`src/rtl/reg_read_fwd.sv`:
```
// Register-read stage: per-port operand forwarding (EX > WB > register file), load-use
// stall detection and a valid/ready output register. Optional counters: REG_READ_FWD_STATS_EN.
module reg_read_fwd #(
  parameter int REG_DATA_WIDTH = 16,
  parameter int REG_NUM_WIDTH  = 4,
  parameter int NUM_REGISTERS  = 16,
  parameter int NUM_READ_PORTS = 2,
  parameter int CNT_WIDTH      = 16
) (
  input  logic                                     clk,
  input  logic                                     rst,
  input  logic                                     in_valid,
  output logic                                     in_ready,
  input  logic [NUM_READ_PORTS*REG_NUM_WIDTH-1:0]  rn,
  input  logic [NUM_READ_PORTS-1:0]                rn_en,
  input  logic [NUM_READ_PORTS*REG_DATA_WIDTH-1:0] rfile_data,
  input  logic                                     ex_wr_en,
  input  logic [REG_NUM_WIDTH-1:0]                 ex_wr_num,
  input  logic                                     ex_wr_data_valid,
  input  logic [REG_DATA_WIDTH-1:0]                ex_wr_data,
  input  logic                                     wb_wr_en,
  input  logic [REG_NUM_WIDTH-1:0]                 wb_wr_num,
  input  logic [REG_DATA_WIDTH-1:0]                wb_wr_data,
  output logic                                     out_valid,
  input  logic                                     out_ready,
  output logic [NUM_READ_PORTS*REG_DATA_WIDTH-1:0] rd,
  output logic [NUM_READ_PORTS-1:0]                exception,
  output logic [NUM_READ_PORTS*2-1:0]              fwd_sel
`ifdef REG_READ_FWD_STATS_EN
  ,
  output logic [CNT_WIDTH-1:0]                     stall_cnt,
  output logic [CNT_WIDTH-1:0]                     fwd_ex_cnt,
  output logic [CNT_WIDTH-1:0]                     fwd_wb_cnt
`endif
);

  // One extra bit so NUM_REGISTERS == 2**REG_NUM_WIDTH is representable.
  localparam logic [REG_NUM_WIDTH:0] NUM_REGS_W = NUM_REGISTERS[REG_NUM_WIDTH:0];

  localparam logic [1:0] SEL_RF = 2'b00;
  localparam logic [1:0] SEL_WB = 2'b01;
  localparam logic [1:0] SEL_EX = 2'b10;

  logic [NUM_READ_PORTS*REG_DATA_WIDTH-1:0] w_rd;
  logic [NUM_READ_PORTS-1:0]                w_exc;
  logic [NUM_READ_PORTS*2-1:0]              w_sel;
  logic [NUM_READ_PORTS-1:0]                w_hazard_p;
  logic                                     w_hazard;
  logic                                     w_accept;
  logic                                     w_any_ex;
  logic                                     w_any_wb;

  logic [NUM_READ_PORTS*REG_DATA_WIDTH-1:0] r_rd;
  logic [NUM_READ_PORTS-1:0]                r_exc;
  logic [NUM_READ_PORTS*2-1:0]              r_sel;
  logic                                     r_out_valid;

  always_comb begin
    w_rd       = '0;
    w_exc      = '0;
    w_sel      = '0;
    w_hazard_p = '0;
    w_any_ex   = 1'b0;
    w_any_wb   = 1'b0;
    for (int p = 0; p < NUM_READ_PORTS; p++) begin
      if (rn_en[p]) begin
        if ({1'b0, rn[p*REG_NUM_WIDTH +: REG_NUM_WIDTH]} >= NUM_REGS_W) begin
          w_exc[p] = 1'b1;
        end else if (ex_wr_en && (ex_wr_num == rn[p*REG_NUM_WIDTH +: REG_NUM_WIDTH])) begin
          // A load still in flight in EX must stall rather than fall through to WB/rfile.
          if (ex_wr_data_valid) begin
            w_rd[p*REG_DATA_WIDTH +: REG_DATA_WIDTH] = ex_wr_data;
            w_sel[p*2 +: 2]                          = SEL_EX;
            w_any_ex                                 = 1'b1;
          end else begin
            w_hazard_p[p] = 1'b1;
          end
        end else if (wb_wr_en && (wb_wr_num == rn[p*REG_NUM_WIDTH +: REG_NUM_WIDTH])) begin
          w_rd[p*REG_DATA_WIDTH +: REG_DATA_WIDTH] = wb_wr_data;
          w_sel[p*2 +: 2]                          = SEL_WB;
          w_any_wb                                 = 1'b1;
        end else begin
          w_rd[p*REG_DATA_WIDTH +: REG_DATA_WIDTH] = rfile_data[p*REG_DATA_WIDTH +: REG_DATA_WIDTH];
          w_sel[p*2 +: 2]                          = SEL_RF;
        end
      end
    end
  end

  assign w_hazard = |w_hazard_p;
  assign in_ready = rst && !w_hazard && (!r_out_valid || out_ready);
  assign w_accept = in_valid && in_ready;

  always_ff @(posedge clk or negedge rst) begin
    if (!rst) begin
      r_out_valid <= 1'b0;
      r_rd        <= '0;
      r_exc       <= '0;
      r_sel       <= '0;
    end else if (w_accept) begin
      r_out_valid <= 1'b1;
      r_rd        <= w_rd;
      r_exc       <= w_exc;
      r_sel       <= w_sel;
    end else if (out_ready) begin
      r_out_valid <= 1'b0;
    end
  end

  assign out_valid = r_out_valid;
  assign rd        = r_rd;
  assign exception = r_exc;
  assign fwd_sel   = r_sel;

`ifdef REG_READ_FWD_STATS_EN
  logic [CNT_WIDTH-1:0] r_stall_cnt;
  logic [CNT_WIDTH-1:0] r_fwd_ex_cnt;
  logic [CNT_WIDTH-1:0] r_fwd_wb_cnt;

  // Saturating counters; they stick at all-ones until reset.
  always_ff @(posedge clk or negedge rst) begin
    if (!rst) begin
      r_stall_cnt  <= '0;
      r_fwd_ex_cnt <= '0;
      r_fwd_wb_cnt <= '0;
    end else begin
      if (in_valid && w_hazard && (r_stall_cnt != '1)) r_stall_cnt <= r_stall_cnt + 1'b1;
      if (w_accept && w_any_ex && (r_fwd_ex_cnt != '1)) r_fwd_ex_cnt <= r_fwd_ex_cnt + 1'b1;
      if (w_accept && w_any_wb && (r_fwd_wb_cnt != '1)) r_fwd_wb_cnt <= r_fwd_wb_cnt + 1'b1;
    end
  end

  assign stall_cnt  = r_stall_cnt;
  assign fwd_ex_cnt = r_fwd_ex_cnt;
  assign fwd_wb_cnt = r_fwd_wb_cnt;
`endif

endmodule

```
`config.mk`:
```
export PLATFORM = sky130hd
export DESIGN_NAME = reg_read_fwd
export DESIGN_NICKNAME = d
export VERILOG_FILES = /design/src/rtl/reg_read_fwd.sv
export SDC_FILE = /design/constraint.sdc
export NUM_CORES = 1
export LEC_CHECK = 0
export ABC_CLOCK_PERIOD_IN_PS = 4350
export BUFFER_PORTS_ARGS = -buffer_cell sky130_fd_sc_hd__clkbuf_2
export CELL_PAD_IN_SITES_DETAIL_PLACEMENT = 0
export CELL_PAD_IN_SITES_GLOBAL_PLACEMENT = 2
export CORE_MARGIN = 1.5
export CORE_UTILIZATION = 28
export CTS_CLUSTER_SIZE = 16
export DETAILED_ROUTE_END_ITERATION = 10
export GPL_ROUTABILITY_DRIVEN = 1
export MAX_ROUTING_LAYER = met4
export PLACE_DENSITY_LB_ADDON = 0.15
export REMOVE_ABC_BUFFERS = 1
export SLEW_MARGIN = 20
export SYNTH_ARGS = -nofsm -noshare
export SYNTH_HDL_FRONTEND = slang
export SYNTH_SLANG_ARGS = --single-unit
```
`constraint.sdc`:
```
create_clock -name clk -period 4.35 [get_ports clk]
set_input_delay 0.6525 -clock clk [delete_from_list [all_inputs] [get_ports clk]]
set_output_delay 0.6525 -clock clk [all_outputs]
set_load 0.02 [all_outputs]
```
==> metrics.yaml <==
fin_cells: 515
netlist_area_um2: 2630
p_total_mw: 1.03
hold_viol: 0
drt_iter0_drc: 114
grt_max_degree: 39
maxCapViolations: 0
vias: 2748
drt-vias-per-instance: 5.34
drive_gt1_share_pct: 39.6
grt_pass1_wl_um: 15100
wl_per_cell_um: 18.6
grt_util_all_layers_pct: 20.0
maxSlewViolCount: 0
yosys_warnings: 0
antenna_found_initial: 0
timing.final.ws_setup_ps: 1550
portBuffers: 126
crit_required_ps: 4520
synth_cell_types: 37
grt_setup_unrepaired: "no"
synth.avg_cell_area_um2: 9.11
ff2ff_path_depth: 5
peakVddDrop_mv: 0.126
detailedRoute.firstPassIterationCount: 4
synth_top_area_cell: "dfrtp_1"
critPathKind: "in -> reg"
die_x_um: 99.8
leakagePower_nw: 1.65
r2r-end: "rd[17]"
die_area_um2: 9970
finalNetCount: 492
n_antenna_cell: 0
hp-class: "in -> async"
grt_pass1_vias: 2882
postCtsHoldBufs: 0
finalSetupViolations: 0
mostFrequentLayoutCell: "clkbuf_2"
fin_skew_ps: 8.58
antenna_left: 0
initial_utilization_pct: 28.7
wl_um: 9560
tns_ps: 0
final_util_pct: 37.1
cts_sinks: 37
num-fill-cells: 973
postCtsSetupBuffers: 0
cts_tree: "yes"
pin_count: 129
r2r-start: "out_valid"
worstSkewPairLatency_ps: 290
netlist_top_cells_area: "dfrtp_1, nand2_1, a32o_1, a221oi_1, o221ai_1"
drcViolationCount: 0
final_cell_mix: "clkbuf_2, nand2_1, dfrtp_1, inv_1, nand3_1"
finalWeightedCongestion: 0.737
layout_min_cycle_time_ps: 2800
status: "finished clean"
dp_cells: 507
synth_top_cell_area_share_pct: 35.3
hold_ws_ps: 490
path_max_fanout: 25
cts_root_buffer: "clkbuf_8"
timing.final.crit_share_pct: 64.5
p_per_area_nw_per_um2: 302
numCtsBuffers: 5
syn2layout_area_growth_pct: 29.5
fp.coreArea_um2: 9150
place_area_um2: 3320
hpwl_um: 6640
worstPathArrival_ps: 2980
max-slew-margin-rel_pct: 41.5
worst_pin_slew_ps: 873
ys_ff_latch: 37
cts_resized: 0
htreeDepth: 2
chipHeight_um: 99.8
clk_pin_slew_ps: 80
place_ws_ps: 1230
fmax_ghz: 0.357
rrSetupSlack_ps: 2430
end_kind: "register"
grt_overflow: 0
syn_inst: 288
cp-start-kind: "input pin"
fin_area_um2: 3400
rows: 35
ys_seq_area_share_pct: 35.3
clk_path_buf_depth: 2
==> cells in the mapped netlist <==
library cell / n
nand3_1: 18
nand2_1: 51
clkinv_1: 1
xor2_1: 3
buf_2: 4
mux2_2: 9
a21boi_0: 1
a21bo_2: 2
a221oi_1: 16
buf_4: 3
a22oi_1: 2
o21ai_0: 16
nor3_2: 1
nor2_1: 1
nand3_4: 1
nand4_1: 2
mux2_1: 9
o311ai_4: 1
nand2b_1: 2
conb_1: 1
and4_1: 1
xnor2_2: 1
o2111a_2: 1
o211a_1: 1
xnor2_1: 9
o221ai_1: 16
dfrtp_1: 37
a32o_1: 16
inv_1: 20
and3_1: 3
nand3_2: 1
nor4_1: 1
or4_4: 1
o221a_2: 1
clkbuf_1: 16
o22a_1: 16
buf_6: 3
==> power breakdown <==
| group | leakage, nW | internal (mW) | switching [mW] | total [mW] |
|---|---|---|---|---|
| registers | 0.485 | 0.394 | 0.0306 | 0.424 |
| clock network | 0.0450 | 0.111 | 0.130 | 0.241 |
| logic | 1.12 | 0.144 | 0.218 | 0.362 |
| total | 1.65 | 0.649 | 0.378 | 1.03 |
==> critical path, stage by stage <==
cell,delay [ps]
clkbuf_2,100
clkinv_1,470
or4_4,720
o311ai_4,190
buf_4,440
mux2_2,370
==> registers in the layout (all words and copies together), names as in the netlist <==
register and cells:
out_valid 1, rd 32, fwd_sel 4
==> how the worst max path moves through the flow <==
stage               depth (start not counted)  slack (ps)       end         start
finish                                      6        1550    rd[17]      rn_en[1]
global route                                7        1400    rd[31]  ex_wr_num[2]
CTS                                         7        1540    rd[20]  ex_wr_num[2]
detailed placement                          7        1230    rd[31]  ex_wr_num[2]
global placement                            6        1260    rd[18]      rn_en[1]
floorplan                                   5        1430  in_ready         rn[5]
==> kinds of logic (layout without fill, tap and decap cells) <==
| group | Yosys count | after routing | synth area share, % |
|---|---|---|---|
| XOR/XNOR | 13 | 13 | 4.62 |
| flip-flops | 37 | 37 | 35.3 |
| AND/OR/NAND/NOR | 83 | 83 | 15.0 |
| buffers and inverters | 47 | 162 | 8.20 |
| other | 1 | 2 | 0.143 |
| AO/OA/AOI/OAI | 89 | 89 | 29.1 |
| multiplexers | 18 | 18 | 7.72 |
==> final cells by class <==
| class | count | area, um^2 | share of cell area (%) |
|---|---|---|---|
| multi-input combinational | 205 | 1490 | 43.8 |
| clock buffer | 6 | 72.6 | 2.13 |
| sequential | 37 | 926 | 27.2 |
| inverter | 21 | 78.8 | 2.32 |
| timing repair buffer | 133 | 683 | 20.1 |
| tap | 111 | 139 | 4.09 |
| clock inverter | 2 | 10.0 | 0.294 |
==> routing by layer <==
layer,vias to the layer above,GRT usage (%),wire (um)
met5,-,-,0
met4,0,3.47,13
met3,2,3.27,641
met1,1306,26.1,4370
met2,123,33.1,4530
li1,1317,-,-
(Power assumes the default switching activity.)
